[config.mk]
export PLATFORM = sky130hd
export DESIGN_NAME = muldiv_alu_flat
export DESIGN_NICKNAME = d
export VERILOG_FILES = /design/src/rtl/muldiv_alu_if.sv /design/src/rtl/muldiv_alu.sv /design/src/flat_wrapper.sv
export SDC_FILE = /design/constraint.sdc
export NUM_CORES = 1
export LEC_CHECK = 0
export CORE_ASPECT_RATIO = 0.9
export CORE_MARGIN = 2
export CORE_UTILIZATION = 40
export DETAILED_ROUTE_END_ITERATION = 7
export PLACE_DENSITY = 0.65
export SETUP_SLACK_MARGIN = 0.5
export SLEW_MARGIN = 20
export SYNTH_ARGS = -nofsm -noshare
export SYNTH_HDL_FRONTEND = slang
export SYNTH_SLANG_ARGS = --single-unit
[constraint.sdc]
create_clock -name clk -period 5.46 [get_ports clk]
set_input_delay 0.546 -clock clk [delete_from_list [all_inputs] [get_ports clk]]
set_output_delay 0.546 -clock clk [all_outputs]
set_load 0.1 [all_outputs]
[src/rtl/muldiv_alu_if.sv]
// Handshake bundle between the control unit (master) and the iterative RV32M
// multiply/divide unit (slave).
interface muldiv_alu_if #(
  parameter int BITS = 32
);
  logic            En;
  logic            Flush;
  logic [4:0]      ALUCtrl;
  logic [BITS-1:0] A;
  logic [BITS-1:0] B;
  logic            MulDivAluReady;
  logic            Busy;
  logic [BITS-1:0] Result;

  modport master (
    output En, Flush, ALUCtrl, A, B,
    input  MulDivAluReady, Busy, Result
  );

  modport slave (
    input  En, Flush, ALUCtrl, A, B,
    output MulDivAluReady, Busy, Result
  );
endinterface

[src/rtl/muldiv_alu.sv]
// Iterative RV32M multiply/divide unit: one bit per cycle, registered result, one-cycle ready.
// Define MULDIV_SINGLE_CYCLE_MUL_EN to compute multiplies combinationally via the IDLE fast path.
module muldiv_alu #(
  parameter int BITS = 32
) (
  input logic           clk,
  input logic           rst_n,
  muldiv_alu_if.slave   bus
);
  localparam int CW = (BITS > 1) ? $clog2(BITS) : 1;
  localparam logic [4:0] ALUCTRL_MUL    = 5'h10;
  localparam logic [4:0] ALUCTRL_MULH   = 5'h11;
  localparam logic [4:0] ALUCTRL_MULHSU = 5'h12;
  localparam logic [4:0] ALUCTRL_MULHU  = 5'h13;
  localparam logic [4:0] ALUCTRL_DIV    = 5'h14;
  localparam logic [4:0] ALUCTRL_DIVU   = 5'h15;
  localparam logic [4:0] ALUCTRL_REM    = 5'h16;
  localparam logic [4:0] ALUCTRL_REMU   = 5'h17;

  typedef enum logic [1:0] {IDLE, BUSY, DONE} state_t;

  state_t            state_q, state_d;
  logic [CW-1:0]     cnt_q, cnt_d;
  logic [BITS-1:0]   result_q, result_d;
  logic [2:0]        op_q, op_d;
  logic              neg_q, neg_d;
  logic              rneg_q, rneg_d;
  logic [2*BITS-1:0] acc_q, acc_d;
  logic [BITS-1:0]   dvs_q, dvs_d;

  logic              recognised, a_signed, b_signed, a_neg, b_neg, div_zero, ovf;
  logic [BITS-1:0]   a_mag, b_mag;
  logic [BITS:0]     mul_sum, div_rem, div_sub;
  logic              div_ge;
  logic [2*BITS-1:0] mul_step, div_step, acc_step;

  function automatic logic [BITS-1:0] neg_w(input logic n, input logic [BITS-1:0] v);
    return n ? (~v + BITS'(1)) : v;
  endfunction

  function automatic logic [2*BITS-1:0] neg_2w(input logic n, input logic [2*BITS-1:0] v);
    return n ? (~v + (2*BITS)'(1)) : v;
  endfunction

  // Sign-correct the final accumulator and pick product half or quotient/remainder.
  function automatic logic [BITS-1:0] finalize(input logic [2:0] op, input logic n, input logic rn,
                                               input logic [2*BITS-1:0] acc);
    logic [2*BITS-1:0] prod;
    prod = neg_2w(n, acc);
    if (!op[2]) return (op[1:0] == 2'b00) ? prod[BITS-1:0] : prod[2*BITS-1:BITS];
    else        return op[1] ? neg_w(rn, acc[2*BITS-1:BITS]) : neg_w(n, acc[BITS-1:0]);
  endfunction

  always_comb begin
    recognised = (bus.ALUCtrl[4:3] == 2'b10);
    a_signed   = (bus.ALUCtrl == ALUCTRL_MUL) || (bus.ALUCtrl == ALUCTRL_MULH) ||
                 (bus.ALUCtrl == ALUCTRL_MULHSU) || (bus.ALUCtrl == ALUCTRL_DIV) ||
                 (bus.ALUCtrl == ALUCTRL_REM);
    b_signed   = (bus.ALUCtrl == ALUCTRL_MUL) || (bus.ALUCtrl == ALUCTRL_MULH) ||
                 (bus.ALUCtrl == ALUCTRL_DIV) || (bus.ALUCtrl == ALUCTRL_REM);
    a_neg      = a_signed && bus.A[BITS-1];
    b_neg      = b_signed && bus.B[BITS-1];
    a_mag      = neg_w(a_neg, bus.A);
    b_mag      = neg_w(b_neg, bus.B);
    div_zero   = (bus.B == '0);
    ovf        = ((bus.ALUCtrl == ALUCTRL_DIV) || (bus.ALUCtrl == ALUCTRL_REM)) &&
                 (bus.A == {1'b1, {(BITS-1){1'b0}}}) && (bus.B == '1);

    mul_sum  = {1'b0, acc_q[2*BITS-1:BITS]} + (acc_q[0] ? {1'b0, dvs_q} : '0);
    mul_step = {mul_sum, acc_q[BITS-1:1]};
    div_rem  = {acc_q[2*BITS-1:BITS], acc_q[BITS-1]};
    div_ge   = (div_rem >= {1'b0, dvs_q});
    div_sub  = div_ge ? (div_rem - {1'b0, dvs_q}) : div_rem;
    div_step = {div_sub[BITS-1:0], acc_q[BITS-2:0], div_ge};
    acc_step = op_q[2] ? div_step : mul_step;
  end

  always_comb begin
`ifdef MULDIV_SINGLE_CYCLE_MUL_EN
    logic signed [2*BITS-1:0] ax, bx, prod;
`endif
    state_d  = state_q;
    cnt_d    = cnt_q;
    result_d = result_q;
    op_d     = op_q;
    neg_d    = neg_q;
    rneg_d   = rneg_q;
    acc_d    = acc_q;
    dvs_d    = dvs_q;
`ifdef MULDIV_SINGLE_CYCLE_MUL_EN
    ax       = {{BITS{a_signed & bus.A[BITS-1]}}, bus.A};
    bx       = {{BITS{b_signed & bus.B[BITS-1]}}, bus.B};
    prod     = ax * bx;
`endif
    unique case (state_q)
      IDLE: begin
        if (bus.En && !bus.Flush && recognised) begin
          op_d    = bus.ALUCtrl[2:0];
          acc_d   = {{BITS{1'b0}}, a_mag};
          dvs_d   = b_mag;
          neg_d   = a_neg ^ b_neg;
          rneg_d  = a_neg;
          cnt_d   = '0;
          state_d = BUSY;
          if (bus.ALUCtrl[2]) begin
            if (div_zero) begin
              result_d = bus.ALUCtrl[1] ? bus.A : '1;
              state_d  = DONE;
            end else if (ovf) begin
              result_d = bus.ALUCtrl[1] ? '0 : bus.A;
              state_d  = DONE;
            end
          end
`ifdef MULDIV_SINGLE_CYCLE_MUL_EN
          else begin
            result_d = (bus.ALUCtrl[1:0] == 2'b00) ? prod[BITS-1:0] : prod[2*BITS-1:BITS];
            state_d  = DONE;
          end
`endif
        end
      end
      BUSY: begin
        if (bus.Flush) begin
          state_d = IDLE;
        end else begin
          acc_d = acc_step;
          cnt_d = cnt_q + CW'(1);
          if (cnt_q == CW'(BITS-1)) begin
            result_d = finalize(op_q, neg_q, rneg_q, acc_step);
            state_d  = DONE;
          end
        end
      end
      DONE:    state_d = IDLE;
      default: state_d = IDLE;
    endcase
  end

  // Control and result registers
  always_ff @(posedge clk or negedge rst_n) begin
    if (!rst_n) begin
      state_q  <= IDLE;
      cnt_q    <= '0;
      result_q <= '0;
    end else begin
      state_q  <= state_d;
      cnt_q    <= cnt_d;
      result_q <= result_d;
    end
  end

  // Datapath registers
  always_ff @(posedge clk) begin
    op_q   <= op_d;
    neg_q  <= neg_d;
    rneg_q <= rneg_d;
    acc_q  <= acc_d;
    dvs_q  <= dvs_d;
  end

  assign bus.MulDivAluReady = (state_q == DONE);
  assign bus.Busy           = (state_q == BUSY);
  assign bus.Result         = result_q;
endmodule

[src/flat_wrapper.sv]
// flat-port wrapper written by rule: the top's interface ports become plain ports
module muldiv_alu_flat 
#(
  parameter int BITS = 32
)
  (clk, rst_n, bus_En, bus_Flush, bus_ALUCtrl, bus_A, bus_B, bus_MulDivAluReady, bus_Busy, bus_Result);
  muldiv_alu_if #(.BITS(BITS)) bus_i ();
  input logic clk;
  input logic rst_n;
  input wire logic [$bits(bus_i.En)-1:0] bus_En;
  input wire logic [$bits(bus_i.Flush)-1:0] bus_Flush;
  input wire logic [$bits(bus_i.ALUCtrl)-1:0] bus_ALUCtrl;
  input wire logic [$bits(bus_i.A)-1:0] bus_A;
  input wire logic [$bits(bus_i.B)-1:0] bus_B;
  output wire logic [$bits(bus_i.MulDivAluReady)-1:0] bus_MulDivAluReady;
  output wire logic [$bits(bus_i.Busy)-1:0] bus_Busy;
  output wire logic [$bits(bus_i.Result)-1:0] bus_Result;
  assign bus_i.En = bus_En;
  assign bus_i.Flush = bus_Flush;
  assign bus_i.ALUCtrl = bus_ALUCtrl;
  assign bus_i.A = bus_A;
  assign bus_i.B = bus_B;
  assign bus_MulDivAluReady = bus_i.MulDivAluReady;
  assign bus_Busy = bus_i.Busy;
  assign bus_Result = bus_i.Result;
  muldiv_alu #(.BITS(BITS)) u_core (.clk(clk), .rst_n(rst_n), .bus(bus_i));
endmodule
==> impl_metrics.xml <==
<?xml version="1.0" encoding="UTF-8"?>
<metrics>
  <group name="clock_network">
    <metric name="cts_max_level" unit="">4</metric>
    <metric name="tritoncts.num_buffers" unit="">17</metric>
    <metric name="tritoncts_num_sinks" unit="">140</metric>
    <metric name="cts_tree" unit="">built</metric>
    <metric name="cts.reportedPaths.clkPinSlew" unit="ns">0.08</metric>
    <metric name="root_buffer" unit="">sky130_fd_sc_hd__clkbuf_16</metric>
    <metric name="cts_hold_buffers" unit="">0</metric>
    <metric name="clkLatencyLatePin" unit="ns">0.47</metric>
    <metric name="clockBufferDepth" unit="">2</metric>
  </group>
  <group name="floorplan">
    <metric name="fp.coreArea" unit="mm^2">0.03837</metric>
    <metric name="initial_utilization" unit="">0.4056</metric>
    <metric name="fp-row-count" unit="">68</metric>
    <metric name="die_w" unit="um">211.9</metric>
    <metric name="io_pins" unit="">107</metric>
    <metric name="dieArea" unit="mm^2">0.04051</metric>
    <metric name="die-height" unit="um">191.1</metric>
  </group>
  <group name="timing">
    <metric name="finalSetupViolCount" unit="">0</metric>
    <metric name="final.period_utilization" unit="">0.8874</metric>
    <metric name="max_freq" unit="GHz">0.2064</metric>
    <metric name="layout_min_cycle_time" unit="ns">4.845</metric>
    <metric name="timing.max_slew.rel_slack" unit="">0.2807</metric>
    <metric name="transition_time_of_the_tightest_slew_check_pin" unit="ns">1.072</metric>
    <metric name="slew_violations" unit="">0</metric>
    <metric name="timing.setup.tns" unit="ns">0</metric>
    <metric name="hold_slack" unit="ns">0.1777</metric>
    <metric name="unrepaired_setup_endpoints_after_global_routing" unit="">true</metric>
    <metric name="fin_ws" unit="ns">0.6146</metric>
    <metric name="final_hold_viol_count" unit="">0</metric>
    <metric name="worst_clock_skew" unit="ns">0.01420</metric>
  </group>
  <group name="synth">
    <metric name="ys_ff_latch" unit="">140</metric>
    <metric name="ys_seq_area_frac" unit="">0.2576</metric>
    <metric name="synthesis.area_per_instance" unit="um^2">7.849</metric>
    <metric name="syn-num-nets" unit="">2129</metric>
    <metric name="number_of_enable_flip_flop_cells_after_synthesis" unit="">101</metric>
    <metric name="yosys.area.top_type_share" unit="">0.1949</metric>
    <metric name="yosys-top-cells-count" unit="">sky130_fd_sc_hd__nand2_1 (201), sky130_fd_sc_hd__a21oi_1 (184), sky130_fd_sc_hd__o21ai_0 (160), sky130_fd_sc_hd__nor2_1 (152), sky130_fd_sc_hd__edfxtp_1 (101)</metric>
    <metric name="post-synth-top-count-cell" unit="">sky130_fd_sc_hd__nand2_1</metric>
    <metric name="synthDistinctLibCells" unit="">106</metric>
    <metric name="synth_cells" unit="">1983</metric>
    <metric name="ys.warnings.count" unit="">0</metric>
    <metric name="synth_flop_cell" unit="">sky130_fd_sc_hd__edfxtp_1</metric>
    <metric name="synthTopCellsByArea" unit="">sky130_fd_sc_hd__edfxtp_1 (19%), sky130_fd_sc_hd__dfrtp_1 (6.3%), sky130_fd_sc_hd__a21oi_1 (5.9%)</metric>
    <metric name="biggest_area_consumer_among_synthesized_cells" unit="">sky130_fd_sc_hd__edfxtp_1</metric>
    <metric name="asyncSetResetFlopFracSynth" unit="">0.2786</metric>
    <metric name="syn_area" unit="mm^2">0.01556</metric>
  </group>
  <group name="finish">
    <metric name="finish.utilization" unit="">0.5016</metric>
    <metric name="instances_no_fill" unit="">2671</metric>
    <metric name="layout-area-overhead-vs-synth" unit="%">23.66</metric>
    <metric name="final_cell_area" unit="mm^2">0.01925</metric>
    <metric name="share_of_final_layout_standard_cells_stronger_than_drive_strength_1" unit="">0.1599</metric>
    <metric name="finalNetCount" unit="">2278</metric>
    <metric name="num-fill-cells" unit="">3741</metric>
  </group>
  <group name="placed_design">
    <metric name="place_ws" unit="ns">-0.02409</metric>
    <metric name="io_buffer_count" unit="">106</metric>
    <metric name="post_dp_cell_area" unit="mm^2">0.01768</metric>
    <metric name="gp_congestion" unit="">1.022</metric>
    <metric name="dp_cells" unit="">2609</metric>
    <metric name="detailed_place_hpwl" unit="mm">53.83</metric>
  </group>
  <group name="power">
    <metric name="clkPwrFrac" unit="">0.188</metric>
    <metric name="power.share.sequential" unit="">0.230</metric>
    <metric name="power.internal" unit="mW">3.417</metric>
    <metric name="power.combinational.fraction" unit="">0.582</metric>
    <metric name="switching_share" unit="">0.4832</metric>
    <metric name="ir_drop" unit="uV">379.3</metric>
    <metric name="power.leakage" unit="nW">7.275</metric>
    <metric name="design_power_total" unit="mW">6.613</metric>
    <metric name="total_power_divided_by_cell_area" unit="mW/mm^2">343.6</metric>
    <metric name="sw_pwr" unit="mW">3.196</metric>
  </group>
  <group name="route">
    <metric name="via_count" unit="">17170</metric>
    <metric name="dr.pass1.iters" unit="">6</metric>
    <metric name="first_iter_violations" unit="">2210</metric>
    <metric name="route.final.wire_length" unit="mm">70.12</metric>
    <metric name="ant_nets" unit="">0</metric>
    <metric name="avgViaCountPerCell" unit="">6.429</metric>
    <metric name="routed_wire_length_per_instance" unit="um">26.25</metric>
    <metric name="remaining_drc_errors" unit="">0</metric>
  </group>
  <group name="critical_path">
    <metric name="critical_path.max_fanout" unit="">13</metric>
    <metric name="worstSetupEndpointType" unit="">register</metric>
    <metric name="criticalPathCategory" unit="">register to register</metric>
    <metric name="timing.critical_path.from_type" unit="">register</metric>
    <metric name="timing.critical_path.slowest_stage_cell" unit="">sky130_fd_sc_hd__or4_4</metric>
    <metric name="crit_path_cells" unit="">ha_1 -&gt; nand3_2 -&gt; or3_4 -&gt; a211o_2 -&gt; buf_4 -&gt; and3_1 -&gt; a31oi_2 -&gt; o2111ai_2 -&gt; or2_4 -&gt; or4_4 -&gt; buf_4 -&gt; o41ai_4 -&gt; xor2_1 -&gt; o221ai_1 -&gt; o21ai_1</metric>
    <metric name="path_common_cell" unit="">sky130_fd_sc_hd__buf_4</metric>
    <metric name="stage_delay_of_the_slowest_cell_on_the_critical_path" unit="ns">0.61</metric>
    <metric name="cp_data_required_time" unit="ns">5.84</metric>
    <metric name="cp_data_arrival_time" unit="ns">5.23</metric>
  </group>
  <group name="global_route">
    <metric name="number_of_global_route_vias_before_repair" unit="">15720</metric>
    <metric name="grt_start_max_net_pins" unit="">53</metric>
    <metric name="global_route.overflow_total" unit="">0</metric>
    <metric name="grt_usage" unit="">0.3435</metric>
    <metric name="grt_antenna_before_repair" unit="">1</metric>
    <metric name="grt_first_pass_wirelength" unit="mm">103.0</metric>
  </group>
  <group name="hold_path">
    <metric name="hp-class" unit="">input pin to async pin</metric>
  </group>
  <group name="job">
    <metric name="cap_violations" unit="">0</metric>
  </group>
  <group name="run_status">
    <metric name="status" unit="">completed</metric>
  </group>
</metrics>
registers in the layout, indices dropped and copies added (netlist names):
register           flops
u_core.acc_q          64
u_core.bus.Result     32
u_core.dvs_q          32
u_core.cnt_q           5
u_core.op_q            3
u_core.state_q         2
u_core.neg_q           1
u_core.rneg_q          1
final timing paths:
check / startpoint / end / slack [ns] / cells after the start
worst max-delay path: u_core.acc_q[55]$_SDFFCE_PN0P_ / u_core.bus.Result[29]$_DFFE_PN0P_ / 0.61 / 15
worst min-delay path: rst_n / u_core.bus.Result[9]$_DFFE_PN0P_ / 0.18 / 2
worst max register to register: u_core.acc_q[55]$_SDFFCE_PN0P_ / u_core.bus.Result[29]$_DFFE_PN0P_ / 0.61 / 15
worst min register to register: u_core.bus.Result[20]$_DFFE_PN0P_ / u_core.bus.Result[20]$_DFFE_PN0P_ / 0.48 / 2
max in group asynchronous: rst_n / u_core.cnt_q[1]$_DFFE_PN0P_ / 4.83 / 2
min in group clk: u_core.bus.Result[20]$_DFFE_PN0P_ / u_core.bus.Result[20]$_DFFE_PN0P_ / 0.48 / 2
power by group through the flow:
stage	combinational, mW	clock [mW]	sequential, mW
floorplan	2.13	0	1.47
global placement	3.38	0	1.53
detailed placement	3.38	0	1.53
CTS	3.47	1.25	1.50
global route	4.06	1.29	1.53
finish	3.85	1.24	1.52
layout make-up:
class	count	area [um^2]	area share
antenna	1	2.502	0.0001300
timing repair buffer	245	2158	0.1121
clock buffer	18	439.2	0.02282
sequential	140	4009	0.2083
clock inverter	14	148.9	0.007736
multi-input combinational	1647	11530	0.5990
inverter	81	304.0	0.01580
tap	525	656.9	0.03413
layer usage:
metal | share of wire | wire length (um) | GRT usage | vias up
li1 | - | - | - | 7640
met1 | 0.44 | 30520 | 0.4970 | 8359
met2 | 0.42 | 29420 | 0.5052 | 1012
met3 | 0.11 | 7682 | 0.07656 | 160
met4 | 0.036 | 2507 | 0.1054 | 0
met5 | 0 | 0 | 0 | -
cell families after synthesis:
group	synth area share
flops	0.2576
simple gates	0.2266
mux	0.03794
compound gates	0.2719
fa+ha+maj	0.05965
xor+xnor	0.09453
buf+inv	0.05177
critical path: cells and delay by family, from the launching register on:
family	cells	cell delay, ns
buf+inv	2	0.43
xor+xnor	1	0.21
flops	1	0.50
compound gates	6	1.42
simple gates	5	1.78
fa+ha+maj	1	0.43
repair_timing:
| item | in CTS | in global routing |
|---|---|---|
| pin swaps | 3 | 37 |
| resized for setup | 32 | 105 |
| buffers inserted | 5 | 22 |
| setup endpoints to repair | 18 | 27 |
| cloned | 1 | 1 |
cell usage in the layout (no fill, tap or decap), drive strengths merged, types with 13 or more instances in the layout:
master / count
xnor2: 97
a21oi: 189
xor2: 71
a31oi: 19
a211oi: 24
dfrtp: 39
buf: 139
and3: 20
mux2: 16
ha: 71
inv: 87
clkbuf: 19
nand4: 34
nor3: 76
clkdlybuf4s50: 105
o211ai: 22
nor4: 19
o31ai: 38
nand3: 47
nand2b: 16
nand2: 202
edfxtp: 101
or3: 22
or4: 13
a21o: 23
o21a: 16
nor2b: 14
or2: 13
and2: 49
o41ai: 14
mux2i: 41
o21ai: 176
nor2: 153
(Power assumes the default switching activity.)
